File: src/rtl/ifetch_unit_if.sv
// Signal bundle between the fetch unit, the PC/decode stages and instruction memory.
// The master modport is the fetch unit; slave is the surrounding pipeline and memory.
interface ifetch_unit_if #(
    parameter int ADDR_W = 32,
    parameter int DATA_W = 32
);
    logic [ADDR_W-1:0] pc_in;
    logic              fetch_req;
    logic              fetch_ready;
    logic              flush;
    logic [DATA_W-1:0] inst_out;
    logic [ADDR_W-1:0] inst_pc;
    logic              inst_valid;
    logic              inst_ready;
    logic [ADDR_W-1:0] mem_addr;
    logic              mem_rd;
    logic [DATA_W-1:0] mem_rdata;
    logic              mem_ack;
    logic              misalign_err;
    logic              bus_err;

    modport master (
        input  pc_in, fetch_req, flush, inst_ready, mem_rdata, mem_ack,
        output fetch_ready, inst_out, inst_pc, inst_valid, mem_addr, mem_rd,
               misalign_err, bus_err
    );

    modport slave (
        output pc_in, fetch_req, flush, inst_ready, mem_rdata, mem_ack,
        input  fetch_ready, inst_out, inst_pc, inst_valid, mem_addr, mem_rd,
               misalign_err, bus_err
    );
endinterface

File: src/rtl/ifetch_unit.sv
// Instruction fetch controller: one req/ack memory read per fetch, result handed to
// decode over valid/ready, with flush, misaligned-PC and timeout handling.
module ifetch_unit #(
    parameter int          ADDR_W   = 32,
    parameter int          DATA_W   = 32,
    parameter int          TIMEOUT  = 16,
    parameter logic [31:0] NOP_INST = 32'h00000013
) (
    input logic           clk,
    input logic           rst,
    ifetch_unit_if.master bus
);
    localparam int CNT_W = (TIMEOUT > 2) ? $clog2(TIMEOUT) : 1;

    typedef enum logic [1:0] {
        ST_IDLE,
        ST_WAIT,
        ST_DROP,
        ST_HOLD
    } state_t;

    state_t           state;
    logic [CNT_W-1:0] wait_cnt;
    logic             timeout_hit;

    assign timeout_hit     = (wait_cnt == CNT_W'(TIMEOUT - 1));
    assign bus.fetch_ready = (state == ST_IDLE);

    // NOTE: every register here is assigned with <= so all updates see pre-edge values.
    always_ff @(posedge clk) begin
        if (rst) begin
            state            <= ST_IDLE;
            wait_cnt         <= '0;
            bus.mem_rd       <= 1'b0;
            bus.mem_addr     <= '0;
            bus.inst_valid   <= 1'b0;
            bus.inst_out     <= DATA_W'(NOP_INST);
            bus.inst_pc      <= '0;
            bus.misalign_err <= 1'b0;
            bus.bus_err      <= 1'b0;
        end else begin
            bus.misalign_err <= 1'b0;
            bus.bus_err      <= 1'b0;

            case (state)
                ST_IDLE: begin
                    if (bus.fetch_req && !bus.flush) begin
                        if (bus.pc_in[1:0] != 2'b00) begin
                            bus.misalign_err <= 1'b1;
                        end else begin
                            bus.mem_addr <= bus.pc_in;
                            bus.mem_rd   <= 1'b1;
                            wait_cnt     <= '0;
                            state        <= ST_WAIT;
                        end
                    end
                end

                ST_WAIT: begin
                    wait_cnt <= wait_cnt + CNT_W'(1);
                    if (bus.mem_ack) begin
                        bus.mem_rd <= 1'b0;
                        if (bus.flush) begin
                            state <= ST_IDLE;
                        end else begin
                            bus.inst_out   <= bus.mem_rdata;
                            bus.inst_pc    <= bus.mem_addr;
                            bus.inst_valid <= 1'b1;
                            state          <= ST_HOLD;
                        end
                    end else if (timeout_hit) begin
                        bus.bus_err <= 1'b1;
                        bus.mem_rd  <= 1'b0;
                        state       <= ST_IDLE;
                    end else if (bus.flush) begin
                        // The read cannot be withdrawn, so keep mem_rd up and discard the data.
                        state <= ST_DROP;
                    end
                end

                ST_DROP: begin
                    wait_cnt <= wait_cnt + CNT_W'(1);
                    if (bus.mem_ack) begin
                        bus.mem_rd <= 1'b0;
                        state      <= ST_IDLE;
                    end else if (timeout_hit) begin
                        bus.bus_err <= 1'b1;
                        bus.mem_rd  <= 1'b0;
                        state       <= ST_IDLE;
                    end
                end

                ST_HOLD: begin
                    if (bus.inst_ready || bus.flush) begin
                        bus.inst_valid <= 1'b0;
                        state          <= ST_IDLE;
                    end
                end

                default: state <= ST_IDLE;
            endcase
        end
    end
endmodule
File: src/flat_wrapper.sv
// flat-port wrapper written by rule: the top's interface ports become plain ports
module ifetch_unit_flat 
#(
    parameter int          ADDR_W   = 32,
    parameter int          DATA_W   = 32,
    parameter int          TIMEOUT  = 16,
    parameter logic [31:0] NOP_INST = 32'h00000013
)
  (clk, rst, bus_pc_in, bus_fetch_req, bus_flush, bus_inst_ready, bus_mem_rdata, bus_mem_ack, bus_fetch_ready, bus_inst_out, bus_inst_pc, bus_inst_valid, bus_mem_addr, bus_mem_rd, bus_misalign_err, bus_bus_err);
  ifetch_unit_if #(.ADDR_W(ADDR_W), .DATA_W(DATA_W)) bus_i ();
  input logic clk;
  input logic rst;
  input wire logic [$bits(bus_i.pc_in)-1:0] bus_pc_in;
  input wire logic [$bits(bus_i.fetch_req)-1:0] bus_fetch_req;
  input wire logic [$bits(bus_i.flush)-1:0] bus_flush;
  input wire logic [$bits(bus_i.inst_ready)-1:0] bus_inst_ready;
  input wire logic [$bits(bus_i.mem_rdata)-1:0] bus_mem_rdata;
  input wire logic [$bits(bus_i.mem_ack)-1:0] bus_mem_ack;
  output wire logic [$bits(bus_i.fetch_ready)-1:0] bus_fetch_ready;
  output wire logic [$bits(bus_i.inst_out)-1:0] bus_inst_out;
  output wire logic [$bits(bus_i.inst_pc)-1:0] bus_inst_pc;
  output wire logic [$bits(bus_i.inst_valid)-1:0] bus_inst_valid;
  output wire logic [$bits(bus_i.mem_addr)-1:0] bus_mem_addr;
  output wire logic [$bits(bus_i.mem_rd)-1:0] bus_mem_rd;
  output wire logic [$bits(bus_i.misalign_err)-1:0] bus_misalign_err;
  output wire logic [$bits(bus_i.bus_err)-1:0] bus_bus_err;
  assign bus_i.pc_in = bus_pc_in;
  assign bus_i.fetch_req = bus_fetch_req;
  assign bus_i.flush = bus_flush;
  assign bus_i.inst_ready = bus_inst_ready;
  assign bus_i.mem_rdata = bus_mem_rdata;
  assign bus_i.mem_ack = bus_mem_ack;
  assign bus_fetch_ready = bus_i.fetch_ready;
  assign bus_inst_out = bus_i.inst_out;
  assign bus_inst_pc = bus_i.inst_pc;
  assign bus_inst_valid = bus_i.inst_valid;
  assign bus_mem_addr = bus_i.mem_addr;
  assign bus_mem_rd = bus_i.mem_rd;
  assign bus_misalign_err = bus_i.misalign_err;
  assign bus_bus_err = bus_i.bus_err;
  ifetch_unit #(.ADDR_W(ADDR_W), .DATA_W(DATA_W), .TIMEOUT(TIMEOUT), .NOP_INST(NOP_INST)) u_core (.clk(clk), .rst(rst), .bus(bus_i));
endmodule
File: config.mk
export PLATFORM = sky130hd
export DESIGN_NAME = ifetch_unit_flat
export DESIGN_NICKNAME = d
export VERILOG_FILES = /design/src/rtl/ifetch_unit_if.sv /design/src/rtl/ifetch_unit.sv /design/src/flat_wrapper.sv
export SDC_FILE = /design/constraint.sdc
export NUM_CORES = 1
export LEC_CHECK = 0
export ABC_AREA = 1
export ABC_CLOCK_PERIOD_IN_PS = 1600
export BUFFER_PORTS_ARGS = -buffer_cell sky130_fd_sc_hd__clkbuf_2
export CORE_MARGIN = 3
export CORE_UTILIZATION = 40
export CTS_CLUSTER_SIZE = 8
export DETAILED_ROUTE_END_ITERATION = 8
export PLACE_DENSITY_LB_ADDON = 0.05
export SETUP_SLACK_MARGIN = 0.2
export SLEW_MARGIN = 15
export SYNTH_ARGS = -nofsm -noshare
export SYNTH_HDL_FRONTEND = slang
export SYNTH_SLANG_ARGS = --single-unit
File: constraint.sdc
create_clock -name clk -period 1.6 [get_ports clk]
set_input_delay 0.08 -clock clk [delete_from_list [all_inputs] [get_ports clk]]
set_output_delay 0.08 -clock clk [all_outputs]
set_load 0.02 [all_outputs]
### Yosys cells after proc, flatten, opt, wreduce, memory -nomap -nowiden

Index checks and enable logic that the tools add are counted.

| word-level totals | value |
|---|---|
| register bits | 106 |
| bits of input ports | 70 |
| word-level logic and storage cells | 67 |

| cells by class | value |
|---|---|
| $add $sub $neg | 1 |
| equality and inequality tests | 12 |
| muxes and demuxes | 24 |
| bitwise logic cells | 5 |
| reductions and logical operators | 16 |

Operators by type and width:

| operator | count |
|---|---|
| $mux 2 | 9 |
| $mux 1 | 9 |
| $reduce_and 3->1 | 3 |
| $mux 4 | 2 |
| $pmux 2 s4 | 1 |
| $pmux 4 s2 | 1 |
| $reduce_and 4->1 | 2 |
| $ne 2x2->1 const B | 3 |
| $reduce_bool 2->1 | 3 |
| $reduce_or 3->1 | 2 |
| $not 1->1 | 5 |
| $reduce_and 5->1 | 1 |
| $add 4x1->4 const B | 1 |
| $eq 2x2->1 const B | 2 |
| $eq 4x4->1 const B | 1 |
| $ne 2x1->1 const B | 2 |
| $ne 4x3->1 const B | 1 |
| $pmux 1 s2 | 2 |
| $ne 3x1->1 const B | 1 |
| $ne 3x2->1 const B | 1 |
| $eq 2x1->1 const B | 1 |
| $logic_not 2->1 | 1 |
| $reduce_or 2->1 | 1 |
| $logic_and 1x1->1 | 1 |
| 2 further kinds | 2 |

### Depth between registers and ports, before layout

| logic depth | value |
|---|---|
| depth after elaboration | 4 |
| gate-level depth with buffers | 10 |

### Least setup slack after synthesis

Ideal clock, no wire load.

| timing | value |
|---|---|
| path kind | register to register |
| start | register u_core.state[0] |
| end | register u_core.bus.mem_addr[10] |
| arrival | 1378 ps |
| data required time | 1484 ps |
| setup slack | 106 ps |
| cell stages (with the launch flop) | 9 |
| period minus slack after synthesis | 1494 ps |
| cells stage by stage | dfxtp_1 -> inv_1 -> ha_1 -> nand2_1 -> nor2_4 -> inv_1 -> buf_6 -> nor2_1 -> nor2_1 |

| on the way | value |
|---|---|
| cells in the longest elaborated chain, start to end | 2 |

Ends and longest elaborated chain:

| element | line | text |
|---|---|---|
| from (decl) | ifetch_unit.sv:22 | `state_t state;` |
| from (signal assigned) | ifetch_unit.sv:32 | `state <= ST_IDLE;` |
| from (signal assigned) | ifetch_unit.sv:54 | `state <= ST_WAIT;` |
| from (signal assigned) | ifetch_unit.sv:64 | `state <= ST_IDLE;` |
| $logic_not 2->1 | n/a |  |
| net bus_fetch_ready | flat_wrapper.sv:19 | `output wire logic [$bits(bus_i.fetch_ready)-1:0] bus_fetch_ready;` |
| $reduce_and 3->1 (no source line) | n/a |  |
| to (signal assigned) | ifetch_unit.sv:51 | `bus.mem_addr <= bus.pc_in;` |
| to (decl) | ifetch_unit_if.sv:24 | `output fetch_ready, inst_out, inst_pc, inst_valid, mem_addr, mem_rd,` |

The timed path passes the listed nets, and every way through them passes these cells.
A chain may end at the register's enable or synchronous reset.

### Worst setup path after layout

| timing | value |
|---|---|
| start | register u_core.state[0] |
| end | register u_core.bus.mem_addr[23] |

| on the way | value |
|---|---|
| cells in the longest elaborated chain, start to end | 2 |

Ends and longest elaborated chain:

| element | line | text |
|---|---|---|
| $logic_not 2->1 | ifetch_unit.sv:45 | `case (state)` |
| $reduce_and 3->1 (no source line) | n/a |  |

Every way passes these cells.

==> run summary <==
Gate Count Post-Synth = 513
CP max FO = 7
Yosys Warn Count = 0
Via density = 4.70
RSZ-0062 raised after global routing = true
Htree depth = 3
Initial antenna violation count = 0
Post-synth EDFFs = 0
Die height = 105 um
I/O Pins = 171
CP required = 1.86 ns
WS Path Type = reg -> reg
Area growth from synthesis to final layout = 56.7%
Setup TNS = 0 ns
Post-DP Area = 4900 um2
Mapped Area = 3930 um2
Final core occ = 0.654
Met1 Usage GRT = 0.227
Final Critical Period = 1.42 ns
Clock sink count = 106
Ratio of cells with drive above 1 in the final layout = 0.351
GRT met3 Usage = 0.0630
Worst Tran Pin Value = 0.418 ns
Worst VDD drop = 644 uV
Pins Over Slew Limit = 0
Die Span X = 105 um
Largest net degree at the start of global routing = 56
Post-synthesis net count = 588
Post-layout instance area = 6160 um2
Critical path capture point type = flip-flop
Hold Vio Cnt, Final = 0
Count of standard-cell rows = 35
Layout Cells excl Fill = 883
Worst Hold Class = in -> reg
Die area = 11100 um2
Number of I/O port buffers = 170
Placed insts = 792
Final wirelength = 12300 um
CTS root buffer = clkbuf_8
Vias in the first global route = 4031
Pwr Density = 1100 nW/um2
Wirelength per Cell = 13.9 um
Syn_area_per_cell = 7.66 um2
Fill cells = 826
Gr usage total = 0.207
Cell leakage power = 2.82 nW
Commonest cells after routing, fill and taps aside = 170 x clkbuf_2, 168 x nor2_1, 104 x dfxtp_1, 80 x o21ai_0, 63 x dlygate4sd3_1
Met2 usage in global routing = 0.376
CTS tree = done
Yosys reg bits = 106
Post-synth cell types = 21
Max-Cap Viols = 0
Global route overflow = 0
WP data arrival = 1.68 ns
CTS clk-pin slew, worst paths = 0.09 ns
Synth Flop Type = dfxtp_1
First DRT Iteration DRCs = 136
# setup viols final = 0
Routed Antenna Nets = 0
CORE AREA = 9420 um2
Seq/Total Area, Yosys = 0.540
DR vias = 4151
DRC Markers = 0
Worst rel slew slack = 0.721
Total power = 0.00679 W
GP Congestion = 0.849
Fin nets = 827
DP HPWL = 7360 um
Most Crowded Layer GR = met2
Async SR Flop Fraction = 0
Most common cell after layout, fill and taps aside = clkbuf_2
First-pass GRT wire length = 18700 um
Longest Clk Path Bufs = 2
Final Skew = 0.00725 ns
Status = finished clean
Num CTS Buffers = 9
Max frequency = 706 MHz
Final worst path period share = 0.886
Setup crit start kind = flip-flop
First-pass iteration count of the detailed router = 4
Initial Util = 0.417
Worst skew pair latency = 0.36 ns
# diodes = 0
[routing by layer]
metal	share of wire	up-vias
met1	0.41	1911
met3	0.054	24
met2	0.52	114
met5	0	-
met4	0.021	0
li1	-	2102
[state kept, by name (all words and copies together), names as in the netlist]
| signal | flops |
|---|---|
| u_core.bus.inst_pc | 32 |
| u_core.wait_cnt | 4 |
| u_core.bus.inst_valid | 1 |
| u_core.bus.misalign_err | 1 |
| u_core.bus.mem_rd | 1 |
| u_core.bus.mem_addr | 32 |
| u_core.state | 2 |
| u_core.bus.bus_err | 1 |
| u_core.bus.inst_out | 32 |
[repair_timing]
| action | CTS | global route |
|---|---|---|
| endpoints found under the hold margin | 63 | 0 |
| pin swaps | 0 | 12 |
| resized for setup | 7 | 81 |
| hold buffers | 63 | 0 |
| gates cloned | 1 | 5 |
| setup endpoints to repair | 47 | 97 |
| setup buffers | 0 | 9 |
[worst paths after layout]
path                                from                 endpoint  slack (ns)  cells past startpoint
setup / recovery         u_core.state[0]  u_core.bus.mem_addr[23]        0.18                      8
hold / removal                       rst       u_core.wait_cnt[1]        0.04                      2
setup reg to reg         u_core.state[0]  u_core.bus.mem_addr[23]        0.18                      8
hold reg to reg   u_core.bus.mem_addr[0]   u_core.bus.mem_addr[0]        0.47                      2
[final cells by class]
type | count | area [um2] | share of cell area
Clock inverter | 2 | 15.0 | 0.00244
Multi-Input combinational cell | 356 | 1770 | 0.287
Timing Repair Buffer | 258 | 1850 | 0.300
Inverter | 21 | 93.8 | 0.0152
Tap cell | 129 | 161 | 0.0262
Clock buffer | 11 | 151 | 0.0246
Sequential cell | 106 | 2130 | 0.345
[where the power goes]
group          switching (W)  total (W)  internal, W
logic                0.00128    0.00217     0.000890
clock network       0.000843    0.00147     0.000626
registers           0.000194    0.00314      0.00295
total                0.00232    0.00679      0.00447
[cell usage after synthesis (2+ instances only)]
master	n	area share
a21oi_1	8	0.010
buf_2	10	0.013
buf_4	2	0.0038
buf_6	5	0.014
clkbuf_1	13	0.012
dfxtp_1	106	0.54
ha_1	5	0.016
inv_1	18	0.017
inv_2	3	0.0029
nand2_1	37	0.035
nand3_1	10	0.013
nor2_1	193	0.18
nor3_1	4	0.0051
o21ai_0	92	0.12
[critical path: stages, from the launching register on]
cell and delay, ns:
dfxtp_4 0.38, inv_4 0.07, ha_4 0.15, nand2_4 0.06, nor2_4 0.19, clkinv_4 0.14
clkbuf_16 0.20, nor2_2 0.08, nor2_1 0.05
[logic make-up after synthesis]
| kind of cell | count (synthesis) | share of synthesized area |
|---|---|---|
| compound gates | 102 | 0.131 |
| fa+ha+maj | 5 | 0.0159 |
| buf+inv | 51 | 0.0634 |
| flops | 106 | 0.540 |
| simple gates | 249 | 0.250 |
[metrics by stage]
step / setup slack [ns] / hold slack, ns
2_1_floorplan: 0.213 / 0.159
3_3_place_gp: 0.171 / 0.282
3_5_place_dp: 0.109 / 0.282
4_1_cts: 0.176 / 0.0306
5_1_grt: 0.108 / 0.0502
6_report: 0.183 / 0.0442
Note: power is estimated with default switching activity, not from simulation.
